==> src/rtl/control_unit.sv <==
// Instruction decoder for the single-cycle MIPS core: combinational field split and
// control decode, with a one-flop reset stage that suppresses side-effect flags.
module control_unit (
  input  logic        clk,
  input  logic        reset,
  input  logic [31:0] instruction,
  output logic        reg_write,
  output logic [1:0]  alu_src,
  output logic [2:0]  alu_op,
  output logic [4:0]  addr_a,
  output logic [4:0]  addr_b,
  output logic [4:0]  addr_in,
  output logic [4:0]  shamt,
  output logic [15:0] imm16,
  output logic [25:0] addr26,
  output logic        is_jump,
  output logic        is_branch
);

  localparam logic [2:0] OP_ADD = 3'd0;
  localparam logic [2:0] OP_SUB = 3'd1;
  localparam logic [2:0] OP_AND = 3'd2;
  localparam logic [2:0] OP_OR  = 3'd3;
  localparam logic [2:0] OP_NOR = 3'd4;
  localparam logic [2:0] OP_SLT = 3'd5;
  localparam logic [2:0] OP_SLL = 3'd6;
  localparam logic [2:0] OP_SRL = 3'd7;

  localparam logic [1:0] ALU_SRC_REG        = 2'd0;
  localparam logic [1:0] ALU_SRC_SEXT_IMM16 = 2'd1;
  localparam logic [1:0] ALU_SRC_ZEXT_IMM16 = 2'd2;
  localparam logic [1:0] ALU_SRC_SHAMT      = 2'd3;

  logic [5:0] op;
  logic [4:0] rs;
  logic [4:0] rt;
  logic [4:0] rd;
  logic [4:0] sh;
  logic [5:0] fn;

  assign op = instruction[31:26];
  assign rs = instruction[25:21];
  assign rt = instruction[20:16];
  assign rd = instruction[15:11];
  assign sh = instruction[10:6];
  assign fn = instruction[5:0];

  assign imm16  = instruction[15:0];
  assign addr26 = instruction[25:0];

  logic rst_q;
  logic reg_write_dec;
  logic is_jump_dec;
  logic is_branch_dec;

  always_ff @(posedge clk) begin
    rst_q <= reset;
  end

  always_comb begin
    addr_a        = rs;
    addr_b        = rt;
    addr_in       = rt;
    shamt         = 5'd0;
    alu_src       = ALU_SRC_REG;
    alu_op        = OP_ADD;
    reg_write_dec = 1'b0;
    is_jump_dec   = 1'b0;
    is_branch_dec = 1'b0;

    case (op)
      6'h00: begin
        addr_in       = rd;
        reg_write_dec = 1'b1;
        case (fn)
          6'h20: alu_op = OP_ADD;
          6'h22: alu_op = OP_SUB;
          6'h24: alu_op = OP_AND;
          6'h25: alu_op = OP_OR;
          6'h27: alu_op = OP_NOR;
          6'h2A: alu_op = OP_SLT;
          6'h00, 6'h02: begin
            // Shifts operate on rt; the amount comes from the instruction, not a register.
            addr_a  = rt;
            shamt   = sh;
            alu_src = ALU_SRC_SHAMT;
            alu_op  = (fn == 6'h00) ? OP_SLL : OP_SRL;
          end
          6'h08: begin
            is_jump_dec   = 1'b1;
            reg_write_dec = 1'b0;
          end
          default: reg_write_dec = 1'b0;
        endcase
      end
      6'h08: begin
        reg_write_dec = 1'b1;
        alu_src       = ALU_SRC_SEXT_IMM16;
      end
      6'h0A: begin
        reg_write_dec = 1'b1;
        alu_op        = OP_SLT;
        alu_src       = ALU_SRC_SEXT_IMM16;
      end
      6'h0C: begin
        reg_write_dec = 1'b1;
        alu_op        = OP_AND;
        alu_src       = ALU_SRC_ZEXT_IMM16;
      end
      6'h0D: begin
        reg_write_dec = 1'b1;
        alu_op        = OP_OR;
        alu_src       = ALU_SRC_ZEXT_IMM16;
      end
      6'h04, 6'h05: begin
        is_branch_dec = 1'b1;
        alu_op        = OP_SUB;
      end
      6'h02: is_jump_dec = 1'b1;
      default: ;
    endcase
  end

  // Only the side-effect flags are gated; data-path selects keep following the decode.
  assign reg_write = reg_write_dec & ~rst_q;
  assign is_jump   = is_jump_dec & ~rst_q;
  assign is_branch = is_branch_dec & ~rst_q;

endmodule

==> config.mk <==
export PLATFORM = sky130hd
export DESIGN_NAME = control_unit
export DESIGN_NICKNAME = d
export VERILOG_FILES = /design/src/rtl/control_unit.sv
export SDC_FILE = /design/constraint.sdc
export NUM_CORES = 1
export LEC_CHECK = 0
export BUFFER_PORTS_ARGS = -buffer_cell sky130_fd_sc_hd__buf_2
export CORE_ASPECT_RATIO = 1.4
export CORE_MARGIN = 2
export CORE_UTILIZATION = 33
export CTS_CLUSTER_DIAMETER = 200
export DETAILED_ROUTE_END_ITERATION = 10
export PLACE_DENSITY = 0.8
export SYNTH_ARGS = -nofsm -noshare
export SYNTH_HDL_FRONTEND = slang
export SYNTH_SLANG_ARGS = --single-unit
==> constraint.sdc <==
create_clock -name clk -period 3.1 [get_ports clk]
set_clock_uncertainty 0.1 [all_clocks]
set_input_delay 0.62 -clock clk [delete_from_list [all_inputs] [get_ports clk]]
set_output_delay 0.62 -clock clk [all_outputs]
set_load 0.02 [all_outputs]
==> key figures <==
Power
  • Combinational power share: 91.9%
  • Clock power share: 0%
  • Reg power frac: 8.1%
  • Leakage: 0.638 nW
  • Sw Pwr: 0.106 mW
  • Int Pwr: 0.0770 mW
  • Pwr Density: 160 nW/um^2
  • Worst vdd ir: 0.105 mV
  • Switching share of power: 57.9%
  • Pwr Total: 0.183 mW

Place
  • Dpl cells: 213
  • Post-placement cell area: 1140 sq um
  • DP Worst Slack: 0.119 ns
  • Routability Congestion: 0.827
  • Port Buffers: 103
  • HPWL after detailed placement: 2270 um

STA
  • Worst Tran Pin Value: 0.336 ns
  • Fmax: 336 MHz
  • Final Setup Violations: 0
  • Slew headroom: 77.5%
  • Setup ws final: 0.123 ns
  • Final hold slack: 0.623 ns
  • Minimum clock period: 2.98 ns
  • Slew Limit Fails: 0
  • Fin crit share: 96.0%
  • RSZ-0062 raised after global routing: no
  • Setup Total Neg Slack: 0 ns
  • Hold Fails Final Rpt: 0

Setup path
  • Worst setup SP type: input port
  • Kind of critical path: in -> out
  • Critical path arrival: 2.26 ns
  • CP max FO: 4
  • Critical path capture point type: primary output
  • CP required: 2.38 ns

Floorplanning
  • Cell Rows: 22
  • Die Span X: 47.7 um
  • Core area: 2590 sq um
  • IO Pins: 104
  • Die area: 3100 sq um
  • Initial Util: 34.0%
  • Die height: 65.1 um

Synthesis
  • Yosys top cell area share: 40.1%
  • Sequential fraction of the synthesis area: 2.27%
  • Avg Cell Area, Syn: 7.59 sq um
  • Synth Cell Area: 881 sq um
  • YS warnings: 0
  • Leading area contributor after synthesis: buf_4
  • Post-synth cell types: 34
  • Synthesized Nets: 150
  • Main area contributors after synthesis: buf_4 (40%), mux2_2 (13%), and2_1 (3.6%)
  • Mapped Cells: 116
  • Synth Register Bits: 1

Cells and area
  • Top Registers: rst_q x1
  • Antenna cell count: 0
  • Number of flip-flops in the largest register: 1
  • Fin area: 1140 sq um
  • Register area: 20.0 sq um
  • Final core utilization: 44.1%
  • Area Overhead vs Synth: 29.5%
  • Reg with most FFs: rst_q
  • NumNets Final: 213
  • Multi-input gate area: 474 sq um
  • Fillers: 287
  • Final Non-Filler Cells: 213
  • Layout cell share with drive strength beyond 1: 70.6%

CTS
  • Clock slew at reported path FFs: 0 ns
  • Cts hold-fix bufs: 0
  • CTS resizes: 0
  • Postcts setup bufs: 0

Detailed routing
  • Vias per inst: 4.83
  • DR iter-0 viols: 14
  • # DRC: 0
  • Routed len/inst: 12.2 um
  • Number of routed nets with antenna violations: 0
  • Vias: 1029
  • DRT Pass-1 Iters: 4
  • Drt total wl: 2590 um

Global routing
  • First-pass GRT wire length: 3490 um
  • Initial antenna violation count: 0
  • All-layer global routing usage: 14.7%
  • Largest net degree at the start of global routing: 14
  • Global route total overflow: 0
  • Vias in the first global route: 889

Outcome
  • Outcome: finished, final reports clean

Run
  • Max-cap violations: 0

Min path
  • Worst hold-check path type: in -> reg
per-layer routing:
metal | global-route usage [%] | vias up | share of wire [%]
li1 | - | 487 | -
met1 | 16.7 | 461 | 38
met2 | 29.2 | 79 | 49
met3 | 0.275 | 2 | 12
met4 | 1.35 | 0 | 0.97
met5 | 0 | - | 0
worst max-delay path: stages:
cell	delay, ns
buf_2	0.11
or4_4	0.56
or3b_1	0.40
a2111oi_2	0.34
buf_2	0.22
logic make-up after synthesis:
group	count (synthesis)	synth area share, %
and+or+nand+nor	34	27.0
AOI/OAI and AO/OA	14	12.9
DFF	1	2.27
muxes	11	13.9
buffers and inverters	56	43.9
final timing paths:
check	start	end	slack (ns)	cells past startpoint
worst min-delay path	reset	rst_q$_DFF_P_	0.62	1
worst max-delay path	instruction[5]	is_jump	0.12	5
power by group through the flow:
stage                     Sequential (mW)  Clock, mW  Combinational [mW]
after detailed placement           0.0148          0               0.169
final                              0.0148          0               0.168
after CTS                          0.0148          0               0.169
after floorplan                    0.0145          0               0.130
after global placement             0.0148          0               0.167
after global routing               0.0149          0               0.179
layout make-up:
class / instances / share of cell area (%)
repair buffers: 112 / 51.1
multi-input cells: 59 / 41.6
well taps: 36 / 3.95
flip-flops and latches: 1 / 1.75
inverters: 5 / 1.64
synth_stat cells:
cell type / n
and3b_1: 1
o31ai_1: 1
a32oi_1: 1
clkbuf_1: 4
or2_0: 1
nor2_1: 4
nor2b_1: 3
or3b_1: 1
a211oi_1: 1
a21oi_1: 4
mux2_2: 10
nand3b_1: 1
nor4_4: 1
o41ai_1: 1
or4_4: 1
nor3_1: 2
nor4b_1: 2
and4b_1: 1
or3_1: 4
o2111ai_1: 2
o32ai_1: 1
nand3_1: 1
nand2_1: 2
nor4bb_1: 2
nor3b_1: 1
and2_1: 5
buf_4: 47
a2111o_1: 1
inv_1: 5
nand2b_1: 1
a311oi_1: 1
a2111oi_2: 1
dfxtp_1: 1
mux2i_1: 1
cell usage in the layout (no fill, tap or decap):
master / netlist / final
nor2b_1: 3 / 3
a2111oi_2: 1 / 1
mux2i_1: 1 / 1
nor3_1: 2 / 2
o41ai_1: 1 / 1
o32ai_1: 1 / 1
buf_2: 0 / 103
a32oi_1: 1 / 1
nor3b_1: 1 / 1
o2111ai_1: 2 / 2
nor4_4: 1 / 1
nand3b_1: 1 / 1
mux2_2: 10 / 10
o31ai_1: 1 / 1
nand2b_1: 1 / 1
nor2_1: 4 / 4
a21oi_1: 4 / 4
a311oi_1: 1 / 1
nor4bb_1: 2 / 2
a211oi_1: 1 / 1
a2111o_1: 1 / 1
and3b_1: 1 / 1
nor4b_1: 2 / 2
or4_4: 1 / 1
or3b_1: 1 / 1
or3_1: 4 / 4
and4b_1: 1 / 1
nand2_1: 2 / 2
dfxtp_1: 1 / 1
nand3_1: 1 / 1
inv_1: 5 / 5
buf_4: 47 / 9
and2_1: 5 / 5
or2_0: 1 / 1
Power figures use the tool's default switching activity.
